<file path="src/rtl/btn_led_toggle.sv">
// -----------------------------------------------------------------------------
// btn_led_toggle
//
// Four independent push-button channels. Each channel synchronizes its raw
// button into the clock domain, debounces it, detects accepted presses and
// toggles an LED on every accepted press.
//
//   per channel: BTN[i] -> s1 -> s2 -> debouncer (stable, cnt)
//                       -> rising-edge detect -> led toggle / press strobe
//
// Parameters
//   DEBOUNCE_CYCLES  consecutive s2 cycles a new level must persist before it
//                    becomes the accepted level (legal 1 .. 2**24-1).
//
// Ports
//   clk        system clock, rising edge active
//   rstn       asynchronous active-low reset
//   BTN[3:0]   raw, asynchronous, bouncing buttons (1 = pressed)
//   LED0..LED3 toggle state per channel (1 = lit)
//   PRESS[3:0] one-cycle strobe per channel marking an accepted press
//
// Every output comes straight from a flop; BTN has no combinational path to
// any output.
// -----------------------------------------------------------------------------
module btn_led_toggle #(
    parameter int DEBOUNCE_CYCLES = 240000
) (
    input  logic       clk,
    input  logic       rstn,
    input  logic [3:0] BTN,
    output logic       LED0,
    output logic       LED1,
    output logic       LED2,
    output logic       LED3,
    output logic [3:0] PRESS
);

    // Counter only has to reach DEBOUNCE_CYCLES-1; keep at least one bit so
    // the DEBOUNCE_CYCLES = 1 case still elaborates.
    localparam int            CW      = (DEBOUNCE_CYCLES > 1) ? $clog2(DEBOUNCE_CYCLES) : 1;
    localparam logic [CW-1:0] CNT_MAX = CW'(DEBOUNCE_CYCLES - 1);

    logic [3:0]         s1;       // first synchronizer stage
    logic [3:0]         s2;       // second synchronizer stage, feeds debouncer
    logic [3:0]         stable;   // accepted (debounced) level
    logic [3:0][CW-1:0] cnt;      // cycles s2 has differed from stable
    logic [3:0]         led;      // toggle state

    logic [3:0] differ;           // s2 disagrees with accepted level
    logic [3:0] at_max;           // counter has reached its terminal value
    logic [3:0] accept;           // s2 becomes the accepted level this edge
    logic [3:0] rise;             // accepted level goes 0 -> 1 this edge

    // The press is detected from the accept condition itself rather than from
    // a delayed copy of stable, so LED and PRESS update on the very edge that
    // stable flips.
    // NOTE: every always_comb output is assigned a default first so no path
    // leaves it unassigned, which would otherwise infer a latch.
    always_comb begin
        differ = '0;
        at_max = '0;
        accept = '0;
        rise   = '0;
        for (int i = 0; i < 4; i++) begin
            differ[i] = s2[i] ^ stable[i];
            at_max[i] = (cnt[i] == CNT_MAX);
            accept[i] = differ[i] & at_max[i];
            rise[i]   = accept[i] & s2[i];
        end
    end

    // NOTE: sequential state uses non-blocking assignments so every flop
    // samples the pre-edge value of its neighbours (s2 <= s1 needs the old s1).
    always_ff @(posedge clk or negedge rstn) begin
        if (!rstn) begin
            // NOTE: the per-channel counters are plain flops, not a RAM, so
            // they are cleared with the rest of the state; a reset mid-count
            // must abort any pending transition.
            s1     <= '0;
            s2     <= '0;
            stable <= '0;
            cnt    <= '0;
            led    <= '0;
            PRESS  <= '0;
        end else begin
            s1 <= BTN;
            s2 <= s1;

            for (int i = 0; i < 4; i++) begin
                if (!differ[i]) begin
                    // Any return to the accepted level restarts qualification.
                    cnt[i] <= '0;
                end else if (at_max[i]) begin
                    stable[i] <= s2[i];
                    cnt[i]    <= '0;
                end else begin
                    cnt[i] <= cnt[i] + CW'(1);
                end
            end

            // Releases (stable 1 -> 0) leave both LED and PRESS untouched.
            led   <= led ^ rise;
            PRESS <= rise;
        end
    end

    assign LED0 = led[0];
    assign LED1 = led[1];
    assign LED2 = led[2];
    assign LED3 = led[3];

endmodule

</file>
<file path="config.mk">
export PLATFORM = sky130hd
export DESIGN_NAME = btn_led_toggle
export DESIGN_NICKNAME = d
export VERILOG_FILES = /design/src/rtl/btn_led_toggle.sv
export SDC_FILE = /design/constraint.sdc
export NUM_CORES = 1
export LEC_CHECK = 0
export ABC_AREA = 1
export BUFFER_PORTS_ARGS = -buffer_cell sky130_fd_sc_hd__buf_2
export CORE_UTILIZATION = 30
export DETAILED_ROUTE_END_ITERATION = 7
export GPL_TIMING_DRIVEN = 0
export PLACE_DENSITY = 0.52
export REMOVE_ABC_BUFFERS = 1
export SYNTH_ARGS = -nofsm -noshare
export SYNTH_HDL_FRONTEND = slang
export SYNTH_SLANG_ARGS = --single-unit
export TNS_END_PERCENT = 5
</file>
<file path="constraint.sdc">
create_clock -name clk -period 1.28 [get_ports clk]
set_input_delay 0.128 -clock clk [delete_from_list [all_inputs] [get_ports clk]]
set_output_delay 0.128 -clock clk [all_outputs]
set_load 0.01 [all_outputs]
</file>
Word-level counts from Yosys, hierarchy flattened. Index checks and enable logic that the tools add are counted.

Bits in registers: 92. Input port bits: 6. Output and inout bits: 8.

$add $sub $neg: 4. Equality and inequality tests: 4. Mux-type cells: 8. Bitwise gates (word level): 13. Reduce and logical (&&, ||, !) cells: 4.

Operators with widths (number): two-way mux 18 bit (8); adder 18 x 1 -> 18 bit, second input constant (4); equality test 18 bit, second input constant (4); AND 1 bit (8); AND reduction 2 bit (4); bitwise XOR 1 bit (4); bitwise XOR 4 bit (1).

Logic depth before layout (Yosys ltp).
Word-level depth: 4. Depth in mapped cells: 9. Depth with buffers taken out: 9.

Worst setup path after synthesis. OpenSTA, ideal clock, no wires.

Path type: reg-to-reg. From: register cnt[18] (netlist name). To: register cnt[23] (netlist name). Arrival: 1.216 ns. Required time: 1.160 ns. Path slack: -0.056 ns. Stages on the path, launching flop included: 9. Path buffers: 0. Cells stage by stage: dfrtp_1 > ha_1 > nand3_2 > inv_1 > nand3_1 > nor2_2 > nor2_2 > inv_2 > nor2_1.

Word-level cells in the longest chain between the ends: 3.

RTL lines: start, declared (line 46) `logic [3:0][CW-1:0] cnt;`; start signal, assigned by index (line 97) `cnt[i] <= cnt[i] + CW'(1);`; adder 18 x 1 -> 18 bit / equality test 18 bit (equally long branches) (line 97, 66); two-way mux 18 bit (*) (line 93) `end else if (at_max[i]) begin`; two-way mux 18 bit (*) (line 90) `if (!differ[i]) begin`.

Every way passes the cells marked *; elsewhere a longest branch is shown, timed or not. A chain may end at the register's enable or synchronous reset.

Final worst setup path.
From: register cnt[0] (netlist name). To: register cnt[11] (netlist name).

Same word-level chain as after synthesis.

==> qor.yml <==
cts_max_level: 3
timing.final.crit_share: 1.12
drv_cap: 0
grt_start_max_net_pins: 71
worst_clock_skew_ns: 0.00907
synth_area_per_cell_um2: 7.79
critPathArrivalTime_ns: 1.68
globalRouteOverflowTotal: 0
sequential_cell_area_mm2: 0.00232
report.final.setup_viol: 42
power.density_cell_area_mw_per_mm2: 984
timing.critical_path.required_ns: 1.52
crit_path_start_kind: "flop"
insertedDiodeCount: 0
vdd_drop_max_mv: 0.717
globalplace.congestion: 0.861
max_incr_delay_on_cp_ns: 0.44
slowest_cell_on_the_critical_path: "dfrtp_1"
synthTopCellsByArea: "dfrtp_1 (47%), nor2_1 (12%), nand2_1 (11%), inv_1 (5.2%), xor2_1 (5.1%)"
detail_route.drc_violations: 0
first_global_vias: 3934
failed_checks: "negative setup slack"
routed_wirelength_um: 10600
timing_worst_setup_path_type: "flop to flop"
first_iter_violations: 202
run_status: "complete, but fails checks"
final_cell_area_mm2: 0.00611
design.core.area_mm2: 0.0158
slew_violations: 0
final_layout_size_suffix_gt1_frac: 0.231
grt_first_pass_wirelength_um: 18000
nets: 681
slew_headroom: 0.706
clk-insertion-delay-late_ns: 0.35
finalCriticalPeriod_ns: 1.43
path_buf_inv: 1
detail-route-antenna-nets: 0
fp.dieH_um: 129
dp_hpwl_um: 6980
floorplan.io_pins: 14
timing.final.ws_setup_ns: -0.154
cts_max_path_buffers: 2
path_common_cell: "nor2_4"
filler_cell_count: 1574
port_buffers: 13
yosys.cell_types.count: 28
rsz0062_at_grt: "true"
synthToLayoutAreaGrowth_pct: 25.9
yosys_warnings: 0
synth_area_leader_cell: "dfrtp_1"
total_power_mw: 6.01
tritoncts: "yes"
ys_ff_latch: 92
post-synth-top-area-fraction: 0.474
path_max_fanout: 6
placement.cell_area_mm2: 0.00521
timing.critical_path.max_delay_family: "simple AND/OR/NAND/NOR gates"
fin_tns_setup_ns: -2.72
number_of_placed_instances_taps_included: 850
multi_input_comb_area_mm2: 0.00267
routed_length_per_instance_um: 11.9
fp.dieW_um: 129
seq_area_frac_synth: 0.474
design.die.area_mm2: 0.0167
grt_antenna_before_repair: 0
num_rows: 46
crit_path_cell_trace: "ha_4 > nand2_4 > nor2_4 > nand3_2 > nor2_4 > nor2_4 > inv_4 > nor2_1"
finalHoldViolCount: 0
syn-cell-area_mm2: 0.00486
clock_root_buffer_master: "clkbuf_16"
syn_inst: 623
num_vias: 3961
layout_common_cells: "nor2_1 (138), nand2_1 (128), dfrtp_1 (77)"
leakage_nw: 2.61
hold_class: "input port to async pin"
clk_pin_slew_ns: 0.07
clock-sinks: 92
layoutNonFillerInstCount: 892
layout_commonest_cell: "nor2_1"
total_routing_usage_gr: 0.137
detail_route.first_pass.iterations: 4
clock.fmax_mhz: 697
endpoint_kind: "flop"
cts_made_buffers: 9
effective_utilization_at_floorplan: 0.307
avgViaCountPerCell: 4.44
max_slew.worst_pin.slew_ns: 0.440
-- state kept, by name (all words and copies together), names as in the netlist --
| name | flops |
|---|---|
| PRESS | 4 |
| cnt | 72 |
| led | 4 |
| s1 | 4 |
| s2 | 4 |
| stable | 4 |
-- Yosys cell counts --
cell type	number
inv_1	67
nor2_1	157
o21ai_0	8
nand2_1	137
nor3_1	10
inv_2	2
buf_2	3
o21bai_1	2
nand2_4	1
nand3b_1	8
nand2_2	5
nand3_2	6
xor2_1	28
and2_0	1
xnor2_1	14
nor3_2	6
o211ai_1	1
nor3b_1	1
and3_1	1
nand4_1	10
nor2_4	3
a21oi_1	7
nand3_1	37
ha_1	4
and2_1	1
nor2_2	10
nand3_4	1
dfrtp_1	92
-- per-stage QoR --
step	worst slack, ns	util	hold WS (ns)
final	-0.154	0.386	0.226
after global routing	-0.231	0.386	0.255
after CTS	-0.164	0.365	0.237
after detailed placement	-0.305	0.329	0.0581
after global placement	-0.845	0.327	0.237
after floorplan	-0.0559	-	-0.168
-- layout make-up --
| cell class | count | share of cell area |
|---|---|---|
| clock buffers | 9 | 0.0368 |
| clock inverters | 7 | 0.0121 |
| inverters | 69 | 0.0432 |
| multi-input cells | 460 | 0.436 |
| flip-flops and latches | 92 | 0.380 |
| well taps | 216 | 0.0442 |
| repair buffers | 39 | 0.0483 |
-- where the power goes --
part / switching, mW / total, mW / internal, mW
registers: 0.0530 / 3.00 / 2.95
clock network: 1.20 / 2.73 / 1.52
logic: 0.171 / 0.284 / 0.114
-- what timing repair did --
item,CTS,global route
endpoints found under the setup margin,77,79
pin swaps,10,14
hold buffers,5,0
cloned,1,0
setup buffers,2,18
gates resized for setup,50,61
endpoints found under the hold margin,26,0
-- per-layer routing --
| metal | global-route usage | wire length [µm] | up-vias |
|---|---|---|---|
| met4 | 0.0464 | 144 | 0 |
| met2 | 0.218 | 5080 | 38 |
| met3 | 0.0330 | 307 | 11 |
| met5 | 0 | 0 | - |
| met1 | 0.181 | 5080 | 1885 |
| li1 | - | - | 2027 |
-- path summary, 6_finish.rpt --
| path | cells past startpoint | to | from | slack (ns) |
|---|---|---|---|---|
| worst max-delay path | 8 | cnt[11] | cnt[0] | -0.15 |
| worst min-delay path | 2 | cnt[69] | rstn | 0.23 |
| worst max register to register | 8 | cnt[11] | cnt[0] | -0.15 |
| worst min register to register | 0 | s2[3] | s1[3] | 0.36 |
| max in group asynchronous | 3 | cnt[20] | rstn | 0.38 |
| min in group clk | 0 | s2[3] | s1[3] | 0.36 |
-- cell families after synthesis --
logic type	after synthesis	synth area share
adder cells (fa/ha/maj)	4	0.0103
AND/OR/NAND/NOR	395	0.363
flip-flops	92	0.474
AO/OA/AOI/OAI	18	0.0201
XOR/XNOR	42	0.0758
buffers and inverters	72	0.0564
(Power assumes the default switching activity.)
